==> src/rtl/ysyx_2022040010_ex_mem_buf.sv <==
// ----------------------------------------------------------------------------
// ysyx_2022040010_ex_mem_buf
//
// Execute-to-memory pipeline buffer. This is a two-entry skid buffer that
// registers the selected execute result for the memory stage. ex_ready is
// taken from registered state only, so it never depends on mem_ready in the
// same cycle. The head entry also drives a forwarding tap for the
// decode-stage bypass.
//
// Ports:
//   clk, rst_n        core clock (rising edge), asynchronous active-low reset
//   flush             synchronous flush; empties both entries and drops any
//                     push made in the same cycle
//   ex_valid/ex_ready upstream handshake
//   ex_result, ex_rd, ex_rd_wen, ex_pc, ex_mem_op
//                     upstream payload
//   mem_valid/mem_ready
//                     downstream handshake; the payload comes straight from
//                     the head entry
//   mem_result, mem_rd, mem_rd_wen, mem_pc, mem_mem_op
//                     head payload
//   fwd_valid, fwd_rd, fwd_data
//                     bypass tap from the head entry. Loads and x0 writes
//                     are never forwardable.
//   stall_cnt         (only with `YSYX_EXMEM_STALL_CNT_EN) counts the cycles
//                     in which ex_valid=1 and ex_ready=0. It wraps and is
//                     not cleared by flush.
//
// Optional feature macro: YSYX_EXMEM_STALL_CNT_EN
// ----------------------------------------------------------------------------
module ysyx_2022040010_ex_mem_buf #(
  parameter int XLEN = 64,
  parameter int RW   = 5
) (
  input  logic            clk,
  input  logic            rst_n,
  input  logic            flush,
  input  logic            ex_valid,
  output logic            ex_ready,
  input  logic [XLEN-1:0] ex_result,
  input  logic [RW-1:0]   ex_rd,
  input  logic            ex_rd_wen,
  input  logic [XLEN-1:0] ex_pc,
  input  logic [3:0]      ex_mem_op,
  output logic            mem_valid,
  input  logic            mem_ready,
  output logic [XLEN-1:0] mem_result,
  output logic [RW-1:0]   mem_rd,
  output logic            mem_rd_wen,
  output logic [XLEN-1:0] mem_pc,
  output logic [3:0]      mem_mem_op,
  output logic            fwd_valid,
  output logic [RW-1:0]   fwd_rd,
  output logic [XLEN-1:0] fwd_data
`ifdef YSYX_EXMEM_STALL_CNT_EN
  ,
  output logic [63:0]     stall_cnt
`endif
);

  typedef struct packed {
    logic            valid;
    logic [XLEN-1:0] result;
    logic [RW-1:0]   rd;
    logic            rd_wen;
    logic [XLEN-1:0] pc;
    logic [3:0]      mem_op;
  } entry_t;

  entry_t r_h;       // head entry, visible on mem_*
  entry_t r_s;       // skid entry, filled only when the head is stalled
  entry_t w_in;
  entry_t w_h_nxt;
  entry_t w_s_nxt;
  logic   w_push;
  logic   w_pop;

  assign ex_ready = ~r_s.valid;
  assign w_push   = ex_valid & ex_ready;
  assign w_pop    = r_h.valid & mem_ready;

  // NOTE: every field written in this block gets a default first (the
  // current register value), so no path leaves a signal unassigned and no
  // latch is inferred.
  always_comb begin
    w_in.valid  = 1'b1;
    w_in.result = ex_result;
    w_in.rd     = ex_rd;
    w_in.rd_wen = ex_rd_wen;
    w_in.pc     = ex_pc;
    w_in.mem_op = ex_mem_op;

    w_h_nxt = r_h;
    w_s_nxt = r_s;

    if (flush) begin
      // The payload may keep stale values. They cannot be observed while
      // valid is 0.
      w_h_nxt.valid = 1'b0;
      w_s_nxt.valid = 1'b0;
    end else if (!r_h.valid || w_pop) begin
      // The head is free this cycle. Refill it from the skid entry first to
      // keep FIFO order, and only then from a new push.
      if (r_s.valid) begin
        w_h_nxt       = r_s;
        w_s_nxt.valid = 1'b0;
      end else if (w_push) begin
        w_h_nxt = w_in;
      end else begin
        w_h_nxt.valid = 1'b0;
      end
    end else if (w_push) begin
      // The head is stalled. A push can only happen here when the skid
      // entry is empty, so the push lands in the skid entry.
      w_s_nxt = w_in;
    end
  end

  // NOTE: state is updated with non-blocking assignments so that every
  // register samples its pre-edge value. The payload registers are reset
  // too, because the data outputs must read 0 after reset.
  always_ff @(posedge clk or negedge rst_n) begin
    if (!rst_n) begin
      r_h <= '0;
      r_s <= '0;
    end else begin
      r_h <= w_h_nxt;
      r_s <= w_s_nxt;
    end
  end

  assign mem_valid  = r_h.valid;
  assign mem_result = r_h.result;
  assign mem_rd     = r_h.rd;
  assign mem_rd_wen = r_h.rd_wen;
  assign mem_pc     = r_h.pc;
  assign mem_mem_op = r_h.mem_op;

  // A load's result only exists after the memory access, so it cannot be
  // bypassed from this stage.
  assign fwd_valid = r_h.valid & r_h.rd_wen & (r_h.rd != '0) & (r_h.mem_op == 4'd0);
  assign fwd_rd    = r_h.rd;
  assign fwd_data  = r_h.result;

`ifdef YSYX_EXMEM_STALL_CNT_EN
  logic [63:0] r_stall_cnt;

  always_ff @(posedge clk or negedge rst_n) begin
    if (!rst_n) begin
      r_stall_cnt <= 64'd0;
    end else if (ex_valid && !ex_ready) begin
      r_stall_cnt <= r_stall_cnt + 64'd1;
    end
  end

  assign stall_cnt = r_stall_cnt;
`else
  // Without the counter, the buffer behaves the same and has no extra state.
`endif

endmodule

==> config.mk <==
export PLATFORM = sky130hd
export DESIGN_NAME = ysyx_2022040010_ex_mem_buf
export DESIGN_NICKNAME = d
export VERILOG_FILES = /design/src/rtl/ysyx_2022040010_ex_mem_buf.sv
export SDC_FILE = /design/constraint.sdc
export NUM_CORES = 1
export LEC_CHECK = 0
export CORE_ASPECT_RATIO = 0.8
export CORE_UTILIZATION = 58
export CTS_BUF_LIST = sky130_fd_sc_hd__clkbuf_8 sky130_fd_sc_hd__clkbuf_16
export CTS_CLUSTER_DIAMETER = 80
export CTS_CLUSTER_SIZE = 12
export DETAILED_ROUTE_END_ITERATION = 12
export DONT_BUFFER_PORTS = 1
export GPL_ROUTABILITY_DRIVEN = 0
export PLACE_DENSITY = 0.73
export SYNTH_ARGS = -nofsm -noshare
export SYNTH_HDL_FRONTEND = slang
export SYNTH_SLANG_ARGS = --single-unit
export TNS_END_PERCENT = 5
==> constraint.sdc <==
create_clock -name clk -period 1.6 [get_ports clk]
set_input_delay 0.32 -clock clk [delete_from_list [all_inputs] [get_ports clk]]
set_output_delay 0.32 -clock clk [all_outputs]
set_load 0.1 [all_outputs]
Word level (Yosys, flattened, before mapping)
Cells that the tools add are included.
{"block": "classes", "mux": 8, "bitwise_logic": 8, "n_reduce_logical": 9}
{"op": "$mux 139", "count": 3}
{"op": "$mux 138", "count": 1}
{"op": "$reduce_and 3->1", "count": 2}
{"op": "$and 1x1->1", "count": 5}
{"op": "$reduce_bool 5->1", "count": 1}
{"op": "$logic_not 4->1", "count": 1}
{"op": "$mux 1", "count": 4}
{"op": "$reduce_bool 2->1", "count": 2}
{"op": "$not 1->1", "count": 3}
{"op": "$reduce_bool 3->1", "count": 1}
{"op": "$logic_not 1->1", "count": 1}
{"op": "$logic_or 1x1->1", "count": 1}
{"block": "totals", "ff_bits": 278}

Logic depth before layout (Yosys ltp)
Gate-level depths: netlist (run 1).
{"block": "depth", "word_depth": 6, "ltp_mapped": 6, "ltp_nobuf": 3}

Worst setup path after synthesis (run 1)
No wires, ideal clock.
{"block": "synth_timing", "kind": "register to output", "start": "register r_h, in the netlist mem_mem_op[0]", "end": "output port fwd_valid", "arrival_ns": 2.716, "required_time_ns": 1.280, "slack_ns": -1.436, "path_stages_with_launch": 4, "path_cell_list": "dfrtp_1 -> nor4_1 -> nand3_1 -> a21oi_1"}
{"block": "synth_between", "elab_chain_cells": 2}
{"item": "start, declared", "line": "70", "rtl": "entry_t r_h;"}
{"item": "start signal, assigned", "line": "127", "rtl": "r_h <= w_h_nxt;"}
{"item": "$logic_not 4->1", "line": "141", "rtl": "assign fwd_valid = r_h.valid & r_h.rd_wen & (r_h.rd != '0) & (r_h.mem_op == 4'd0);"}
{"item": "$and 1x1->1", "line": "141"}
{"item": "end, declared", "line": "52", "rtl": "output logic fwd_valid,"}
No other way between the ends.

Final worst setup path (run 1)
{"block": "layout_timing", "start": "register r_h, in the netlist mem_mem_op[1]", "end": "output port fwd_valid"}
Same word-level chain as after synthesis.

==> results of run 1 <==
## synth_stat cells (2+ instances only)
| cell type | number |
|---|---|
| sky130_fd_sc_hd__a21oi_1 | 2 |
| sky130_fd_sc_hd__buf_6 | 29 |
| sky130_fd_sc_hd__mux2_2 | 156 |
| sky130_fd_sc_hd__dfrtp_1 | 278 |
| sky130_fd_sc_hd__buf_2 | 3 |
| sky130_fd_sc_hd__buf_12 | 7 |
| sky130_fd_sc_hd__mux2_4 | 167 |
| sky130_fd_sc_hd__mux2_1 | 91 |
| sky130_fd_sc_hd__nor3_1 | 2 |
| sky130_fd_sc_hd__buf_4 | 71 |
| sky130_fd_sc_hd__buf_8 | 4 |
## metal layers
layer,part of all wire (%),vias up
met3,7.3,121
met2,51,355
met4,4.7,0
met1,37,4124
met5,0,-
li1,-,3343
## flip-flops by register name, summed over array words and instances (netlist names)
name,flops
mem_rd_wen,1
r_s,139
mem_mem_op,4
fwd_rd,5
mem_pc,64
mem_valid,1
fwd_data,64
## stage by stage
step | TNS (ns) | hold WS [ns] | power (mW) | area [µm²] | utilization (%)
6_report | -28.66 | -0.516 | 29.2 | 18400 | 81.5
3_5_place_dp | -11.52 | 0.0288 | 22.2 | 15200 | 67.5
3_3_place_gp | -9.29 | 0.0294 | 21.9 | 15200 | 67.5
2_1_floorplan | -37.60 | 0.0244 | 19.8 | 13500 | -
5_1_grt | -40.10 | -0.538 | 29.9 | 18400 | 81.5
4_1_cts | -26.55 | -0.537 | 28.5 | 17900 | 79.4
## final cells by class
class | count | share of cell area, %
clock buffers | 27 | 3.68
inverters | 1 | 0.0885
multi-input cells | 427 | 31.2
well taps | 306 | 2.08
clock inverters | 19 | 0.429
repair buffers | 341 | 24.1
flip-flops and latches | 278 | 38.4
## worst paths after layout
kind	from	end	cells after the start
max reg2reg	mem_valid$_DFFE_PN0P_	mem_pc[35]$_DFFE_PN0P_	6
max in group asynchronous	rst_n	mem_mem_op[1]$_DFFE_PN0P_	0
min reg2reg	r_s[106]$_DFFE_PN0P_	r_s[106]$_DFFE_PN0P_	1
max	mem_mem_op[1]$_DFFE_PN0P_	fwd_valid	4
min	rst_n	fwd_data[18]$_DFFE_PN0P_	0
min in group clk	ex_pc[46]	mem_pc[46]$_DFFE_PN0P_	2
## what timing repair did
item | in CTS | in global routing
resized for setup | 73 | 74
hold endpoints to repair | 418 | 278
setup endpoints to repair | 264 | 284
pin swaps | 6 | 3
gates cloned | 6 | 7
buffers inserted | 7 | 5
## worst register-to-register path, cell delays in order (launching register included)
cell	delay (ns)
sky130_fd_sc_hd__dfrtp_4	0.48
sky130_fd_sc_hd__nor2b_4	0.14
sky130_fd_sc_hd__nor3_4	0.19
sky130_fd_sc_hd__buf_6	0.16
sky130_fd_sc_hd__buf_12	0.17
sky130_fd_sc_hd__buf_12	0.20
sky130_fd_sc_hd__mux2_2	0.35
## logic make-up after synthesis
family,count (synthesis)
and+or+nand+nor,11
DFF,278
AOI/OAI and AO/OA,2
muxes,414
buffers and inverters,116
## power by group through the flow
| stage | logic (mW) | registers [mW] | clock network (mW) |
|---|---|---|---|
| after global routing | 13.8 | 9.93 | 6.17 |
| after floorplan | 5.45 | 14.3 | 0 |
| after global placement | 12.3 | 9.58 | 0 |
| final | 13.5 | 9.81 | 5.84 |
| after detailed placement | 12.5 | 9.71 | 0 |
| after CTS | 13.1 | 9.65 | 5.78 |
==> flow_summary_export.csv, run 1 <==
group,metric,value,unit
outcome,run_status,"finished with violations",
outcome,violations,"hold timing, setup timing",
global_route,grt-ovfl-total,0,
run,maxCapViolations,0,
logic_synthesis,syn-num-nets,964,
timing,finalWorstSetupSlack,-0.501,ns
global_route,antenna_found_initial,0,
finish,multiInputGateArea,5740,µm²
timing,transition_time_at_the_pin_with_the_least_slew_margin,0.419,ns
clock_network,cts_root_buffer,"sky130_fd_sc_hd__clkbuf_16",
clock_network,worst_skew_pair.late_latency,0.54,ns
logic_synthesis,post-synth-top-area-cell,"sky130_fd_sc_hd__dfrtp_1",
finish,area_delta_synth_final,36.9,%
logic_synthesis,yosys.area_share.xor_xnor,0,%
routing,drt_pass1_iterations,6,
critical_path,startpoint_types,"flop",
critical_path,setup.worst_path.end_class,"output pin",
clock_network,cts_sinks,278,
place,hpwl,19.4,mm
clock_network,clk_pin_slew_worst_paths,0.07,ns
timing,timing.final.crit_share,131,%
global_route,largest_net_degree_at_the_start_of_global_routing,279,
die,rows,49,
timing,rsz0062_at_grt,"yes",
die,floorplan.io_pins,353,
global_route,number_of_global_route_vias_before_repair,9173,
critical_path,critical_path.slowest_cell,"sky130_fd_sc_hd__dfrtp_4",
place,placed_cells,1189,
routing,viasPerCell,5.68,
finish,most_common_cell_after_layout_fill_and_taps_aside,"sky130_fd_sc_hd__mux2_4",
logic_synthesis,yosys.area_share.simple,0.662,%
timing,final_period_minus_worst_setup_slack,2.10,ns
timing,timing_max_transition_violations_final,0,
timing,timing.final.setup_violations,277,
finish,layout-drive-gt1-share,58.7,%
logic_synthesis,number_of_enable_flip_flop_cells_after_synthesis,0,
logic_synthesis,synth_top_flop_cell,"sky130_fd_sc_hd__dfrtp_1",
global_route,global_route.peak_usage_layer,"met2",
logic_synthesis,post_synth_mux_area_share,39.4,%
power_and_ir_drop,pwr-share-comb,46.3,%
power_and_ir_drop,power.clock.fraction,20.0,%
logic_synthesis,synth.top_cells.by_area,"sky130_fd_sc_hd__dfrtp_1, sky130_fd_sc_hd__mux2_4, sky130_fd_sc_hd__mux2_2, sky130_fd_sc_hd__mux2_1, sky130_fd_sc_hd__buf_4",
die,starting_utilization_of_the_core_area,59.5,%
power_and_ir_drop,cellInternalPower,16.0,mW
timing,hold_ws,-0.516,ns
logic_synthesis,synth-warning-count,0,
logic_synthesis,synth_sequential_area_ratio,51.8,%
die,fp.coreArea,22600,µm²
critical_path,worst_path_largest_cell_delay,0.49,ns
routing,avgRoutedWirePerCell,27.4,µm
finish,seq_area,7060,µm²
critical_path,critical_path.max_fanout,2,
clock_network,cts_tree,"done",
timing,clock-skew-final,0.0277,ns
clock_network,total_clock_buffers_created_by_cts,27,
timing,achievable-frequency,476,MHz
global_route,global_route.usage.met3,8.39,%
logic_synthesis,ys_types,22,
finish,post_layout_nonfiller_instances,1399,
clock_network,htree_levels,1,
logic_synthesis,postSynthCellCount,821,
clock_network,cts_hold_buf,140,
global_route,grt_use_met2,52.4,%
die,die_area,23800,µm²
critical_path,crit_family,"flip-flops",
finish,final_cell_mix,"sky130_fd_sc_hd__mux2_4, sky130_fd_sc_hd__dfrtp_1, sky130_fd_sc_hd__dlygate4sd3_1",
global_route,grt_first_pass_wirelength,54.5,mm
clock_network,cts_max_path_buffers,3,
routing,wirelength,38.3,mm
critical_path,crit_required,1.28,ns
critical_path,crit_chain,"nor4_4, nand3_2, a21oi_4, buf_12",
finish,filler_cell_count,1047,
logic_synthesis,synth_fa_ha_area_share,0,%
die,floorplan.die.height,138,µm
logic_synthesis,synth_top_family_by_area,"multiplexers",
critical_path,timing_worst_setup_path_type,"flop to output pin",
power_and_ir_drop,power.density_cell_area,1590,nW/µm²
logic_synthesis,postSynth.asyncResetShare,100,%
logic_synthesis,synth-compound-area-share,0.0746,%
hold_path,hold_path_class,"input port to async pin",
power_and_ir_drop,net_switching_fraction_of_the_power,45.1,%
critical_path,critical_path_buf_inv_count,1,
routing,via_count,7943,
routing,antenna_violating_nets_left,0,
finish,design.final.nets,1219,
logic_synthesis,syn-cell-area,13400,µm²
die,floorplan.die.width,172,µm
routing,detail_route.drc_violations,0,
critical_path,reg2reg_slack,-0.21,ns
power_and_ir_drop,p_sw,13.2,mW
logic_synthesis,post-synth-top-area-fraction,51.8,%
logic_synthesis,synth-seq-cells,278,
power_and_ir_drop,power.share.sequential,33.6,%
power_and_ir_drop,ir_drop,1220,µV
place,place.port_buffers,0,
place,placement.setup.worst_slack,-0.136,ns
finish,antenna_cells_inserted,0,
critical_path,critPathArrivalTime,1.78,ns
power_and_ir_drop,power.leakage,8.57,nW
global_route,globalRouteMet1Util,35.0,%
timing,timing.final.hold_violations,278,
logic_synthesis,syn_area_per_cell,16.4,µm²
routing,detail_route.iter0.violations,413,
timing,maxSlewHeadroom,72.1,%
global_route,global_route.usage.total,30.1,%
Power figures use the tool's default switching activity.
==> inputs of run 2 (changes only) <==
ABC_AREA = 1   (was default)
==> run 2 against run 1 <==
Against the previous run:
- the flow still finishes with violations (hold timing, setup timing)
- sequential share of layout area up 2.2 points
- combinational power down 21%
- synthesized area is 1.7% lower
- first-iteration DRC count increased to 4.2 times the previous value
- clock-buffer cell count did not move
- synthesized cell count rose by 110%
- die area shrank 1.6%
- non-clock buffer count shrank 22
==> flow_summary_export.csv, run 2 <==
group,metric,value,unit
timing,clock-skew-final,0.0141,ns
logic_synthesis,ys_types,17,
global_route,global_route.usage.total,34.5,%
die,rows,48,
routing,drt_pass1_iterations,6,
place,place.port_buffers,0,
timing,transition_time_at_the_pin_with_the_least_slew_margin,1.29,ns
timing,achievable-frequency,548,MHz
power_and_ir_drop,cellInternalPower,13.9,mW
critical_path,startpoint_types,"flop",
outcome,run_status,"finished with violations",
finish,most_common_cell_after_layout_fill_and_taps_aside,"sky130_fd_sc_hd__nand2_1",
global_route,grt_first_pass_wirelength,63.6,mm
timing,setup_total_negative_slack,-4.57,ns
clock_network,worst_skew_pair.late_latency,0.53,ns
finish,layout-drive-gt1-share,16.0,%
critical_path,timing_worst_setup_path_type,"flop to output pin",
routing,avgRoutedWirePerCell,19.0,µm
critical_path,reg2reg_slack,-0.12,ns
logic_synthesis,syn_area_per_cell,7.61,µm²
critical_path,crit_chain,"nor2_1, nand3b_1, nor2_4, buf_12",
logic_synthesis,synth-warning-count,0,
global_route,largest_net_degree_at_the_start_of_global_routing,279,
critical_path,critical_path.slowest_cell,"sky130_fd_sc_hd__dfrtp_1",
logic_synthesis,syn-cell-area,13200,µm²
logic_synthesis,count_leader_synth,"sky130_fd_sc_hd__nand2_1",
place,placed_cells,2012,
logic_synthesis,postSynth.asyncResetShare,100,%
clock_network,cts_tree,"done",
power_and_ir_drop,power.share.sequential,36.2,%
clock_network,cts_sinks,278,
timing,maxSlewHeadroom,13.8,%
clock_network,clk_pin_slew_worst_paths,0.06,ns
finish,post_layout_nonfiller_instances,2209,
logic_synthesis,post-synth-top-area-fraction,52.7,%
die,starting_utilization_of_the_core_area,60.2,%
die,fp.coreArea,21900,µm²
critical_path,crit_required,1.28,ns
logic_synthesis,number_of_enable_flip_flop_cells_after_synthesis,0,
clock_network,total_clock_buffers_created_by_cts,27,
finish,final_area,17300,µm²
power_and_ir_drop,power.clock.fraction,22.1,%
clock_network,htree_levels,1,
clock_network,cts_root_buffer,"sky130_fd_sc_hd__clkbuf_16",
routing,detail_route.drc_violations,0,
run,maxCapViolations,0,
place,placed_area,14800,µm²
power_and_ir_drop,net_switching_fraction_of_the_power,45.7,%
timing,hold_ws,-0.509,ns
global_route,antenna_found_initial,1,
hold_path,hold_path_class,"input port to async pin",
logic_synthesis,synth_sequential_area_ratio,52.7,%
power_and_ir_drop,report.power.total,25.6,mW
finish,design.final.nets,2037,
timing,timing.final.hold_violations,278,
die,floorplan.die.width,171,µm
timing,timing.final.crit_share,114,%
timing,rsz0062_at_grt,"yes",
power_and_ir_drop,power.density_cell_area,1470,nW/µm²
routing,via_count,12700,
logic_synthesis,post-synth-top-area-cell,"sky130_fd_sc_hd__dfrtp_1",
routing,wirelength,42.0,mm
finish,area_delta_synth_final,31.3,%
logic_synthesis,syn-num-nets,1878,
power_and_ir_drop,power.leakage,9.26,nW
place,hpwl,21.4,mm
finish,largest_register_ff_count,139,
critical_path,worst_path_largest_cell_delay,0.38,ns
power_and_ir_drop,ir_drop,1060,µV
logic_synthesis,synth-seq-cells,278,
logic_synthesis,postSynthCellCount,1735,
timing,timing_max_transition_violations_final,0,
finish,final_cell_mix,"sky130_fd_sc_hd__nand2_1, sky130_fd_sc_hd__nand3_1, sky130_fd_sc_hd__dfrtp_1",
logic_synthesis,yosys-top-cells-count,"sky130_fd_sc_hd__nand2_1, sky130_fd_sc_hd__dfrtp_1, sky130_fd_sc_hd__nand3_1, sky130_fd_sc_hd__buf_2, sky130_fd_sc_hd__buf_4",
clock_network,cts_max_path_buffers,3,
timing,finalWorstSetupSlack,-0.225,ns
logic_synthesis,synth.top_cells.by_area,"sky130_fd_sc_hd__dfrtp_1, sky130_fd_sc_hd__nand2_1, sky130_fd_sc_hd__nand3_1, sky130_fd_sc_hd__buf_4, sky130_fd_sc_hd__buf_2",
die,die_area,23400,µm²
die,floorplan.io_pins,353,
routing,viasPerCell,5.76,
power_and_ir_drop,pwr-share-comb,41.7,%
timing,final_period_minus_worst_setup_slack,1.82,ns
critical_path,setup.worst_path.end_class,"output pin",
global_route,grt-ovfl-total,0,
routing,detail_route.iter0.violations,1722,
timing,timing.final.setup_violations,126,
critical_path,critPathArrivalTime,1.50,ns
global_route,number_of_global_route_vias_before_repair,12200,
routing,antenna_violating_nets_left,0,
critical_path,critical_path.max_fanout,2,
power_and_ir_drop,p_sw,11.7,mW
logic_synthesis,synth_top_flop_cell,"sky130_fd_sc_hd__dfrtp_1",
finish,largest-register,"r_s",
die,floorplan.die.height,137,µm
outcome,violations,"hold timing, setup timing",
==> run 2: repair_timing <==
action,4_1_cts,5_1_grt
hold buffers,139,1
endpoints found under the hold margin,418,279
gates cloned,3,3
pin swaps,2,5
setup buffers,1,6
resized for setup,17,20
endpoints found under the setup margin,14,123
==> run 2: critical path: cells and delay by family, from the launching register on <==
kind | cells | cell delay (ns)
buffers and inverters | 1 | 0.18
DFF | 1 | 0.38
and+or+nand+nor | 3 | 0.42
==> run 2: kinds of logic (layout without fill, tap and decap cells) <==
family	count (synthesis)	count (layout)	synth area share [%]
other	0	1	0
and+or+nand+nor	1261	1262	38.7
buffers and inverters	195	367	8.58
AOI/OAI and AO/OA	1	1	0.0379
DFF	278	278	52.7
==> run 2: metrics by stage <==
stage          setup slack (ns)  utilization (%)
2_1_floorplan            -0.351                -
4_1_cts                  -0.245             78.2
3_5_place_dp             0.0261             67.7
3_3_place_gp             0.0371             67.7
5_1_grt                  -0.269             79.1
6_report                 -0.225             79.1
==> run 2: power groups by stage <==
stage          combinational (mW)  sequential, mW  clock, mW
3_5_place_dp                 10.2            9.29          0
5_1_grt                      11.1            9.37       5.99
4_1_cts                      10.5            9.20       5.72
6_report                     10.7            9.25       5.65
2_1_floorplan                4.10            13.2          0
3_3_place_gp                 10.0            9.25          0
==> run 2: per-layer routing <==
metal	vias up	routed length (µm)	track usage, %
li1	5684	-	-
met1	6048	15800	44.3
met2	840	19800	55.8
met3	154	4590	8.36
met4	0	1900	15.6
met5	-	0	0
==> run 2: final cells by class <==
cell class / count / area [µm²]
sequential: 278 / 7050
fill: 1401 / 4580
clock inverter: 16 / 67.6
multi-input combinational: 1263 / 5220
tap: 300 / 375
inverter: 5 / 31.3
clock buffer: 27 / 676
timing repair buffer: 319 / 3920
antenna: 1 / 2.50
==> run 2: path summary, 6_finish.rpt <==
path,from,cells past startpoint,end
max,mem_mem_op[1]$_DFFE_PN0P_,4,fwd_valid
min,rst_n,0,mem_pc[38]$_DFFE_PN0P_
max reg2reg,r_s[138]$_DFFE_PN0P_,7,r_s[137]$_DFFE_PN0P_
min reg2reg,r_s[52]$_DFFE_PN0P_,2,r_s[52]$_DFFE_PN0P_
max in group asynchronous,rst_n,0,fwd_rd[0]$_DFFE_PN0P_
min in group clk,ex_result[14],4,fwd_data[14]$_DFFE_PN0P_
==> inputs of run 3 (changes only) <==
MAX_ROUTING_LAYER = met4   (was default)
==> run 3 against run 2 <==
Against the previous run:
- the run still ends with hold timing, setup timing left
- cell count barely moved
- utilization about the same
- wire length decreased by 0.14%
- sequential power about the same
- non-clock buffer count grew 1
- die area unchanged
- register-to-register slack about the same
- critical path depth did not move
- worst hold slack better by 0.0013 ns
- sequential share of layout area about the same
- highest routed layer unchanged
==> flow_summary_export.csv, run 3 (synthesized netlist as in run 2, its figures left out) <==
group,metric,value,unit
power_and_ir_drop,power.clock.fraction,22.1,%
finish,design.final.nets,2038,
finish,final_cell_mix,"sky130_fd_sc_hd__nand2_1, sky130_fd_sc_hd__nand3_1, sky130_fd_sc_hd__dfrtp_1",
finish,largest-register,"r_s",
die,floorplan.io_pins,353,
run,maxCapViolations,0,
clock_network,cts_sinks,278,
outcome,violations,"hold timing, setup timing",
critical_path,critical_path.slowest_cell,"sky130_fd_sc_hd__dfrtp_1",
power_and_ir_drop,power.leakage,9.26,nW
routing,viasPerCell,5.74,
finish,most_common_cell_after_layout_fill_and_taps_aside,"sky130_fd_sc_hd__nand2_1",
critical_path,worst_setup_path_endpoint,"fwd_valid",
clock_network,htree_levels,1,
timing,clock-skew-final,0.0129,ns
critical_path,setup.worst_path.end_class,"output pin",
power_and_ir_drop,power.share.sequential,36.2,%
clock_network,cts_max_path_buffers,3,
hold_path,hold_path_class,"input port to async pin",
power_and_ir_drop,p_sw,11.7,mW
timing,rsz0062_at_grt,"yes",
timing,final_period_minus_worst_setup_slack,1.82,ns
global_route,global_route.usage.total,35.6,%
critical_path,r2r-end,"r_s[29]$_DFFE_PN0P_",
die,die_area,23400,µm²
critical_path,worst-r2r-cell-count,6,
timing,finalWorstSetupSlack,-0.224,ns
routing,via_count,12700,
place,placed_cells,2012,
critical_path,critical_path_buf_inv_count,1,
place,placement.setup.worst_slack,0.0261,ns
timing,timing.final.setup_violations,127,
clock_network,total_clock_buffers_created_by_cts,27,
die,starting_utilization_of_the_core_area,60.2,%
critical_path,cp-startpoint,"mem_mem_op[1]$_DFFE_PN0P_",
routing,wirelength,42.0,mm
critical_path,crit_chain,"nor2_1, nand3b_1, nor2_4, buf_12",
critical_path,critical_path.max_fanout,2,
global_route,number_of_global_route_vias_before_repair,12200,
routing,avgRoutedWirePerCell,19.0,µm
routing,antenna_violating_nets_left,0,
power_and_ir_drop,pwr-share-comb,41.7,%
power_and_ir_drop,ir_drop,1060,µV
critical_path,worst_path_largest_cell_delay,0.38,ns
power_and_ir_drop,cellInternalPower,13.9,mW
timing,timing.final.crit_share,114,%
clock_network,clk_pin_slew_worst_paths,0.06,ns
timing,transition_time_at_the_pin_with_the_least_slew_margin,0.582,ns
place,place.port_buffers,0,
power_and_ir_drop,power.density_cell_area,1470,nW/µm²
routing,drt_pass1_iterations,6,
critical_path,worstSetupPathDepth,4,
timing,timing.final.hold_violations,278,
die,fp.coreArea,21900,µm²
power_and_ir_drop,net_switching_fraction_of_the_power,45.7,%
finish,area_delta_synth_final,31.3,%
routing,detail_route.drc_violations,0,
finish,largest_register_ff_count,139,
die,floorplan.die.width,171,µm
outcome,run_status,"finished with violations",
die,rows,48,
routing,detail_route.iter0.violations,1692,
critical_path,critPathArrivalTime,1.50,ns
global_route,grt_first_pass_wirelength,63.6,mm
critical_path,startpoint_types,"flop",
clock_network,worst_skew_pair.late_latency,0.53,ns
finish,filler_cell_count,1403,
timing,hold_ws,-0.508,ns
critical_path,crit_family,"simple AND/OR/NAND/NOR gates",
finish,post_layout_nonfiller_instances,2210,
global_route,largest_net_degree_at_the_start_of_global_routing,279,
clock_network,cts_tree,"done",
critical_path,reg2reg_slack,-0.13,ns
timing,timing_max_transition_violations_final,0,
timing,maxSlewHeadroom,61.1,%
global_route,grt-ovfl-total,0,
critical_path,crit_required,1.28,ns
timing,achievable-frequency,548,MHz
clock_network,cts_root_buffer,"sky130_fd_sc_hd__clkbuf_16",
die,floorplan.die.height,137,µm
place,hpwl,21.4,mm
global_route,antenna_found_initial,1,
critical_path,worstReg2RegStart,"r_s[138]$_DFFE_PN0P_",
finish,layout-drive-gt1-share,15.9,%
critical_path,timing_worst_setup_path_type,"flop to output pin",
run 3: cell count changes in the layout (fill, tap and decap cells not counted):
cell | before | now
sky130_fd_sc_hd__nand2_2 | 5 | 6
sky130_fd_sc_hd__nand2_1 | 964 | 963
sky130_fd_sc_hd__buf_4 | 87 | 88
sky130_fd_sc_hd__nand3_1 | 270 | 273
sky130_fd_sc_hd__nand3_2 | 6 | 3
run 3: worst register-to-register path, delay by kind of cell, from the launching register on:
family	cells	cell delay [ns]
buffers and inverters	3	0.60
AND/OR/NAND/NOR	3	0.54
flip-flops	1	0.51
run 3: metrics by stage:
stage / total power [mW] / utilization [%] / TNS, ns / cell area [µm²]
after floorplan: 17.3 / - / -4.26 / 13200
after CTS: 25.5 / 78.2 / -0.799 / 17100
final: 25.6 / 79.1 / -4.98 / 17300
after global routing: 26.4 / 79.1 / -12.83 / 17300
after global placement: 19.3 / 67.7 / 0 / 14800
after detailed placement: 19.5 / 67.7 / 0 / 14800
run 3: how the worst min path moves through the flow:
stage | from | end | slack, ns
after floorplan | rst_n | fwd_data[0]$_DFFE_PN0P_ | 0.02
after global placement | rst_n | mem_pc[41]$_DFFE_PN0P_ | 0.03
after detailed placement | rst_n | mem_pc[44]$_DFFE_PN0P_ | 0.03
after CTS | rst_n | fwd_data[7]$_DFFE_PN0P_ | -0.53
after global routing | rst_n | mem_pc[47]$_DFFE_PN0P_ | -0.53
final | rst_n | r_s[37]$_DFFE_PN0P_ | -0.51
run 3: cell type report:
| cell class | count | area, µm² | share of cell area, % |
|---|---|---|---|
| multi-input cells | 1263 | 5210 | 30.1 |
| diodes | 1 | 2.50 | 0.0144 |
| clock buffers | 27 | 676 | 3.90 |
| flip-flops and latches | 278 | 7050 | 40.7 |
| repair buffers | 320 | 3930 | 22.6 |
| clock inverters | 16 | 67.6 | 0.390 |
| inverters | 5 | 31.3 | 0.180 |
| well taps | 300 | 375 | 2.17 |
run 3: power groups by stage:
stage / clock, mW / combinational [mW] / sequential [mW]
after floorplan: 0 / 4.10 / 13.2
after global placement: 0 / 10.0 / 9.25
after detailed placement: 0 / 10.2 / 9.29
after CTS: 5.72 / 10.5 / 9.20
after global routing: 5.99 / 11.1 / 9.37
final: 5.64 / 10.7 / 9.25
run 3: what timing repair did:
item | 4_1_cts | 5_1_grt
endpoints found under the hold margin | 418 | 279
resized for setup | 17 | 18
pin swaps | 2 | 5
endpoints found under the setup margin | 14 | 122
hold buffers | 139 | 1
cloned | 3 | 3
buffers inserted | 1 | 7
run 3: routing by layer:
layer	wire, µm	global-route usage [%]
met5	0	-
met4	1940	15.6
met3	4740	8.16
met2	19700	55.5
met1	15700	44.8
